--- src/rtl/imem_pkg.sv ---
// rtl/imem_pkg.sv - shared constants for the instruction-memory loader.
// State encoding and widths shared with the instruction memory and the core's PC slice.
package imem_pkg;

  typedef enum logic [1:0] {
    IDLE = 2'd0,
    LOAD = 2'd1,
    HOLD = 2'd2,
    RUN  = 2'd3
  } state_t;

  localparam int INSTR_WIDTH        = 32;
  localparam int ADDR_WIDTH_DEFAULT = 8;

endpackage

--- src/rtl/imem_hold_timer.sv ---
// rtl/imem_hold_timer.sv - loadable down-counter with terminal-count flag.
// tc is high while enabled and the count has reached zero.
module imem_hold_timer #(
  parameter int WIDTH = 8
) (
  input  logic             clk,
  input  logic             reset,
  input  logic             load,
  input  logic [WIDTH-1:0] load_value,
  input  logic             enable,
  output logic             tc
);

  logic [WIDTH-1:0] count;

  always_ff @(posedge clk) begin
    if (reset) begin
      count <= '0;
    end else if (load) begin
      count <= load_value;
    end else if (enable && (count != '0)) begin
      count <= count - WIDTH'(1);
    end
  end

  assign tc = enable && (count == '0);

endmodule

--- src/rtl/imem_loader.sv ---
// rtl/imem_loader.sv - streams program words into instruction memory from word 0.
// Holds the core in reset while loading and for HOLD_CYCLES afterwards.
module imem_loader
  import imem_pkg::*;
#(
  parameter int ADDR_WIDTH  = ADDR_WIDTH_DEFAULT,
  parameter int HOLD_CYCLES = 4
) (
  input  logic                   clk,
  input  logic                   reset,
  input  logic                   load_start,
  input  logic                   in_valid,
  input  logic [INSTR_WIDTH-1:0] in_data,
  input  logic                   in_last,
  output logic                   in_ready,
  output logic                   mem_we,
  output logic [ADDR_WIDTH-1:0]  mem_addr,
  output logic [INSTR_WIDTH-1:0] mem_wdata,
  output logic                   cpu_reset,
  output logic                   done,
  output logic                   error,
  output logic [ADDR_WIDTH:0]    word_count
);

  localparam int                DEPTH     = 2 ** ADDR_WIDTH;
  localparam logic [ADDR_WIDTH-1:0] LAST_ADDR = ADDR_WIDTH'(DEPTH - 1);
  localparam logic [ADDR_WIDTH:0]   FULL_COUNT = (ADDR_WIDTH + 1)'(DEPTH);

  state_t                state;
  state_t                next_state;
  logic [ADDR_WIDTH-1:0] ptr;
  logic                  handshake;
  logic                  load_exit;
  logic                  start_clear;
  logic                  hold_tc;

  assign handshake   = in_valid && in_ready;
  assign load_exit   = handshake && (in_last || (ptr == LAST_ADDR));
  assign start_clear = load_start && ((state == IDLE) || (state == RUN));

  imem_hold_timer #(
    .WIDTH(8)
  ) u_hold_timer (
    .clk       (clk),
    .reset     (reset),
    .load      (load_exit),
    .load_value(8'(HOLD_CYCLES - 1)),
    .enable    (state == HOLD),
    .tc        (hold_tc)
  );

  always_ff @(posedge clk) begin
    if (reset) begin
      state <= IDLE;
    end else begin
      state <= next_state;
    end
  end

  always_comb begin
    next_state = state;
    case (state)
      IDLE:    if (load_start) next_state = LOAD;
      LOAD:    if (load_exit)  next_state = HOLD;
      HOLD:    if (hold_tc)    next_state = RUN;
      RUN:     if (load_start) next_state = LOAD;
      default: next_state = IDLE;
    endcase
  end

  always_comb begin
    in_ready  = 1'b0;
    cpu_reset = 1'b1;
    done      = 1'b0;
    case (state)
      LOAD: in_ready = 1'b1;
      RUN: begin
        cpu_reset = 1'b0;
        done      = 1'b1;
      end
      default: ;
    endcase
  end

  // Pointer stops at the last word; exit to HOLD covers the overflow case.
  always_ff @(posedge clk) begin
    if (reset) begin
      ptr        <= '0;
      word_count <= '0;
      error      <= 1'b0;
      mem_we     <= 1'b0;
      mem_addr   <= '0;
      mem_wdata  <= '0;
    end else begin
      mem_we <= 1'b0;
      if (start_clear) begin
        ptr        <= '0;
        word_count <= '0;
        error      <= 1'b0;
      end else if (handshake) begin
        mem_we    <= 1'b1;
        mem_addr  <= ptr;
        mem_wdata <= in_data;
        if (ptr != LAST_ADDR) begin
          ptr <= ptr + ADDR_WIDTH'(1);
        end
        if (word_count != FULL_COUNT) begin
          word_count <= word_count + (ADDR_WIDTH + 1)'(1);
        end
        if ((ptr == LAST_ADDR) && !in_last) begin
          error <= 1'b1;
        end
      end
    end
  end

endmodule

--- config.mk ---
export PLATFORM = sky130hd
export DESIGN_NAME = imem_loader
export DESIGN_NICKNAME = d
export VERILOG_FILES = /design/src/rtl/imem_pkg.sv /design/src/rtl/imem_hold_timer.sv /design/src/rtl/imem_loader.sv
export SDC_FILE = /design/constraint.sdc
export NUM_CORES = 1
export LEC_CHECK = 0
export BUFFER_PORTS_ARGS = -buffer_cell sky130_fd_sc_hd__buf_2
export CAP_MARGIN = 20
export CORE_MARGIN = 1
export CORE_UTILIZATION = 51
export DETAILED_ROUTE_END_ITERATION = 8
export GPL_TIMING_DRIVEN = 0
export MAX_ROUTING_LAYER = met4
export PLACE_DENSITY = 0.79
export SYNTH_ARGS = -nofsm -noshare
export SYNTH_HDL_FRONTEND = slang
export SYNTH_HIERARCHICAL = 1
export SYNTH_SLANG_ARGS = --single-unit
--- constraint.sdc ---
create_clock -name clk -period 2.46 [get_ports clk]
set_input_delay 0.246 -clock clk [delete_from_list [all_inputs] [get_ports clk]]
set_output_delay 0.246 -clock clk [all_outputs]
set_load 0.05 [all_outputs]
Word level (Yosys, flattened, before mapping) --
Index checks and enable logic that the tools add are counted.
Storage, ports and cells: register bits 69, output and inout port bits 54, logic and storage cells 53
Cells by class: add/sub/neg operators 3, eq/ne operators 9, multiplexer cells 10, bitwise operators 1, reductions and logical operators 21
Operators with widths (number):
- $mux W2 | 5
- $add A9 B1 Y9 const B | 1
- $ne A9 B9 Y1 const B | 1
- $add A8 B1 Y8 const B | 1
- $eq A8 B8 Y1 const B | 1
- $logic_not A8 Y1 | 1
- $ne A8 B8 Y1 const B | 1
- $reduce_and A2 Y1 | 4
- $reduce_bool A8 Y1 | 1
- $sub A8 B1 Y8 const B | 1
- $logic_and A1 B1 Y1 | 6
- $pmux W2 S3 | 1
- $reduce_or A2 Y1 | 3
- $eq A2 B2 Y1 const B | 2
- $mux W1 | 4
- $ne A2 B2 Y1 const B | 2
- $reduce_and A3 Y1 | 1
- $eq A2 B1 Y1 const B | 1
- $logic_not A2 Y1 | 1
- $logic_or A1 B1 Y1 | 2
- $ne A2 B1 Y1 const B | 1
- $reduce_bool A2 Y1 | 1
- $logic_not A1 Y1 | 1
- $not A1 Y1 | 1

Depth between registers and ports, before layout --
depth in word-level cells 6, gate-level depth with buffers 9, depth with buffers taken out 8

Hierarchy --
Netlist, hierarchy kept.
By module, submodules not included:
- imem_loader | times used 1, cells each 300, area each 2463.6 µm², seq. area each 1221.2 µm²
- imem_hold_timer | times used 1, cells each 64, area each 524.3 µm², seq. area each 160.2 µm²

Worst setup path before layout --
OpenSTA, ideal clock, no wires.
kind register -> register, start point reg u_hold_timer.count[0], end point reg state[0], arrival time 2074 ps, required time 2369 ps, path slack 295 ps, cell stages (with the launch flop) 9, period minus slack after synthesis 2165 ps, cell sequence dfxtp_1 inv_1 ha_1 or4b_2 nor3_1 inv_1 a222oi_1 a21oi_1 a311oi_1
On the way: word-level cells in the longest chain between the ends 4
RTL lines:
- from (decl) | line imem_hold_timer.sv:14 | logic [WIDTH-1:0] count;
- from (signal assigned) | line imem_hold_timer.sv:20 | count <= load_value;
- from (signal assigned) | line imem_hold_timer.sv:22 | count <= count - WIDTH'(1);
- $logic_not A8 Y1 | line imem_hold_timer.sv:26 | assign tc = enable && (count == '0);
- $logic_and A1 B1 Y1 | line imem_hold_timer.sv:26
- net hold_tc | line imem_loader.sv:35 | logic hold_tc;
- $ne A2 B2 Y1 (no line)
- $reduce_and A3 Y1 (no line)
- to (signal assigned) | line imem_loader.sv:56 | state <= next_state;
- to (decl) | line imem_loader.sv:29 | state_t state;
The timed path passes the listed nets, and every way through them passes these cells. A chain may end at the register's enable or synchronous reset.

Worst setup path after layout --
start point reg u_hold_timer.count[0], end point reg state[1]
The elaborated chain is that of the path after synthesis.

==> flow_summary.ini <==
[final_layout]
drive_above_1_share_pct = 25.94
nNetsFinal = 519
final_cells = 550
nFillCells = 491
syn_to_final_growth_pct = 26.63
diodes = 0

[floorplan]
start_util_pct = 53.60
die_x_um = 78.54
row_count = 27
fp.dieH_um = 78.54
core_um2 = 5574
die_area_um2 = 6169
ioPinCount = 91

[critical_path]
arrival_ns = 2.54
cp-start-kind = flip-flop
crit_path_max_fanout = 4
r2r_slack_ns = 0.17
cp-end-kind = flip-flop
critPathRequiredTime_ns = 2.71
path_class = flip-flop to flip-flop

[placement]
port_buffers = 90
dp.cells = 533
place_ws_ns = 0.09368
gp_congestion = 0.8723
dpl.hpwl_mm = 4.911

[power]
switching_share_pct = 37.67
power.density_nw_per_um2 = 940.9
ir_drop_uv = 645.1
power_frac_seq_pct = 38.0
p_comb_share_pct = 34.5
leakagePower_nw = 1.620
switchingPower_w = 0.001341
p_int_w = 0.002219
clkPwrFrac_pct = 27.5

[timing]
timing.fmax_mhz = 436.6
finalSetupViolCount = 0
fin_crit_ns = 2.291
grt_setup_unrepaired = false
drv_slew = 0
max-slew-margin-rel_pct = 54.65
fin_crit_sh_pct = 93.12
worstMarginPinSlew_ns = 0.6785
final-hold-violation-count = 0
setup_ws_ns = 0.1693
skew_ns = 0.009423
tns_ns = 0

[yosys]
synthCells = 364
yosysWarnings = 6
synthFlopType = dfxtp_1
synth-seq-cells = 69
synth_cell_type_count = 47
synth_top_family_by_area = simple AND/OR/NAND/NOR gates
avgSynthCellArea_um2 = 8.208
synth.yosys.seq_area_share_pct = 46.23
synth-xor-area-share_pct = 2.931
synth_compound_area_share_pct = 17.46
syn_area_um2 = 2988
yosys.area_share.simple_pct = 23.62
ys_async_sr_fraction_pct = 0
synthMuxAreaShare_pct = 1.382
synthAdderAreaFrac_pct = 3.350
synth-edff-count = 0

[cts]
cts_sinks = 69
clk_path_buf_depth = 2
postCtsHoldBufs = 0
clock-root-buffer = clkbuf_8
cts_buffers = 9
htreeDepth = 3
cts_tree = yes
clock_latency_ns = 0.33
clk_pin_slew_worst_paths_ns = 0.08

[route]
first_pass_iters = 4
drtIter0Drc = 82
drt.antenna.violating_nets = 0
wire_per_inst_um = 12.21
drt_wl_total_mm = 6.717
vias_per_cell = 5.178
via_count = 2848
drc = 0

[grt]
grt_pass1_vias = 2642
grt_max_degree = 13
antenna_found_initial = 0
grt_first_pass_wirelength_mm = 11.42
grt.overflow.total = 0
grt_usage_pct = 23.92

[flow_run]
maxCapViolCount = 0

[run_status]
status = complete, no violations

[worst_hold_path]
hp-class = primary input to flip-flop
## cell usage in the layout (no fill, tap or decap), types with 5 or more instances in the layout
master	count
buf_2	93
clkbuf_8	9
nor2_1	21
o21ai_0	6
or3_1	5
inv_1	16
nand3_1	7
ha_1	8
clkbuf_1	14
a21oi_1	54
conb_1	9
nand2_1	90
dfxtp_1	69
xor2_1	6
## synthesized netlist by cell type, types with 2 or more instances
cell type | number | area share [%]
dfxtp_1 | 69 | 46
nand3_1 | 7 | 1.2
nor3_1 | 4 | 0.67
conb_1 | 2 | 0.25
o21ai_0 | 6 | 1.0
xnor2_1 | 4 | 1.2
mux2i_1 | 3 | 1.0
or3_1 | 5 | 1.0
inv_1 | 16 | 2.0
clkbuf_1 | 15 | 1.9
nand4_1 | 4 | 0.84
o31ai_1 | 3 | 0.75
a211o_2 | 2 | 0.67
a211oi_1 | 2 | 0.50
a311oi_1 | 3 | 0.88
and3_1 | 3 | 0.63
a21oi_1 | 54 | 9.0
ha_1 | 8 | 3.4
buf_2 | 3 | 0.50
nand2_1 | 90 | 11
or4_1 | 4 | 1.0
o211ai_1 | 4 | 1.0
a31oi_1 | 3 | 0.63
xor2_1 | 6 | 1.8
nor4b_1 | 2 | 0.59
nor2_1 | 21 | 2.6
## state kept, by name, summed over array words and instances, names as in the netlist
register	count
mem_we	1
mem_addr	8
error	1
word_count	9
state	2
ptr	8
mem_wdata	32
u_hold_timer/count	8
## worst max-delay path, stage by stage, from the launching register on
cell	delay [ns]
dfxtp_1	0.33
inv_1	0.08
ha_1	0.18
or4b_2	0.64
nor3_1	0.18
inv_1	0.06
a222oi_1	0.28
buf_4	0.18
a21oi_1	0.06
a311oi_1	0.23
## cell type report
cell class | instances | area [µm²] | share of cell area, %
plain buffers | 19 | 83.83 | 2.216
clock buffers | 9 | 123.9 | 3.274
clock inverters | 6 | 88.84 | 2.348
inverters | 16 | 60.06 | 1.587
multi-input cells | 267 | 1490 | 39.38
flip-flops and latches | 69 | 1381 | 36.51
well taps | 72 | 90.09 | 2.381
repair buffers | 92 | 465.4 | 12.30
## layer usage
layer	track usage [%]	part of all wire, %	vias up
met2	39.57	49	65
met4	10.19	1.6	0
met3	4.651	3.9	13
met5	-	0	-
met1	28.29	46	1314
li1	-	-	1456
## power by group through the flow
stage	Combinational [W]	Sequential [W]	Clock, W
floorplan	0.000687	0.00160	0
global placement	0.00117	0.00137	0
detailed placement	0.00119	0.00138	0
CTS	0.00123	0.00135	0.00100
global route	0.00136	0.00137	0.00106
finish	0.00123	0.00135	0.000979
## path summary, 6_finish.rpt
| path | start | to | cells after the start |
|---|---|---|---|
| max | u_hold_timer/count[0]$_SDFFE_PP0P_ | state[1]$_SDFFE_PP0P_ | 9 |
| min | in_data[23] | mem_wdata[23]$_SDFFE_PP0P_ | 3 |
| max reg2reg | u_hold_timer/count[0]$_SDFFE_PP0P_ | state[1]$_SDFFE_PP0P_ | 9 |
| min reg2reg | mem_wdata[21]$_SDFFE_PP0P_ | mem_wdata[21]$_SDFFE_PP0P_ | 2 |
## metrics by stage
stage	total power [W]	hold WS (ns)	utilization [%]	area (µm²)
final	0.003560	0.1424	67.88	3784
after global routing	0.003787	0.1309	67.88	3784
after CTS	0.003580	0.1275	67.86	3782
after detailed placement	0.002568	0.4430	63.77	3555
after global placement	0.002542	0.4381	63.77	3555
after floorplan	0.002288	0.3181	-	3014
## cell families after synthesis
kind of cell / count (synthesis)
xor+xnor: 10
mux: 4
flops: 69
other cells: 2
compound gates: 85
fa+ha+maj: 8
buf+inv: 35
simple gates: 151
## repair_timing
action,4_1_cts,5_1_grt
setup buffers,2,0
cloned,0,0
pin swaps,1,2
setup endpoints to repair,1,3
gates resized for setup,0,2
(Power assumes the default switching activity.)
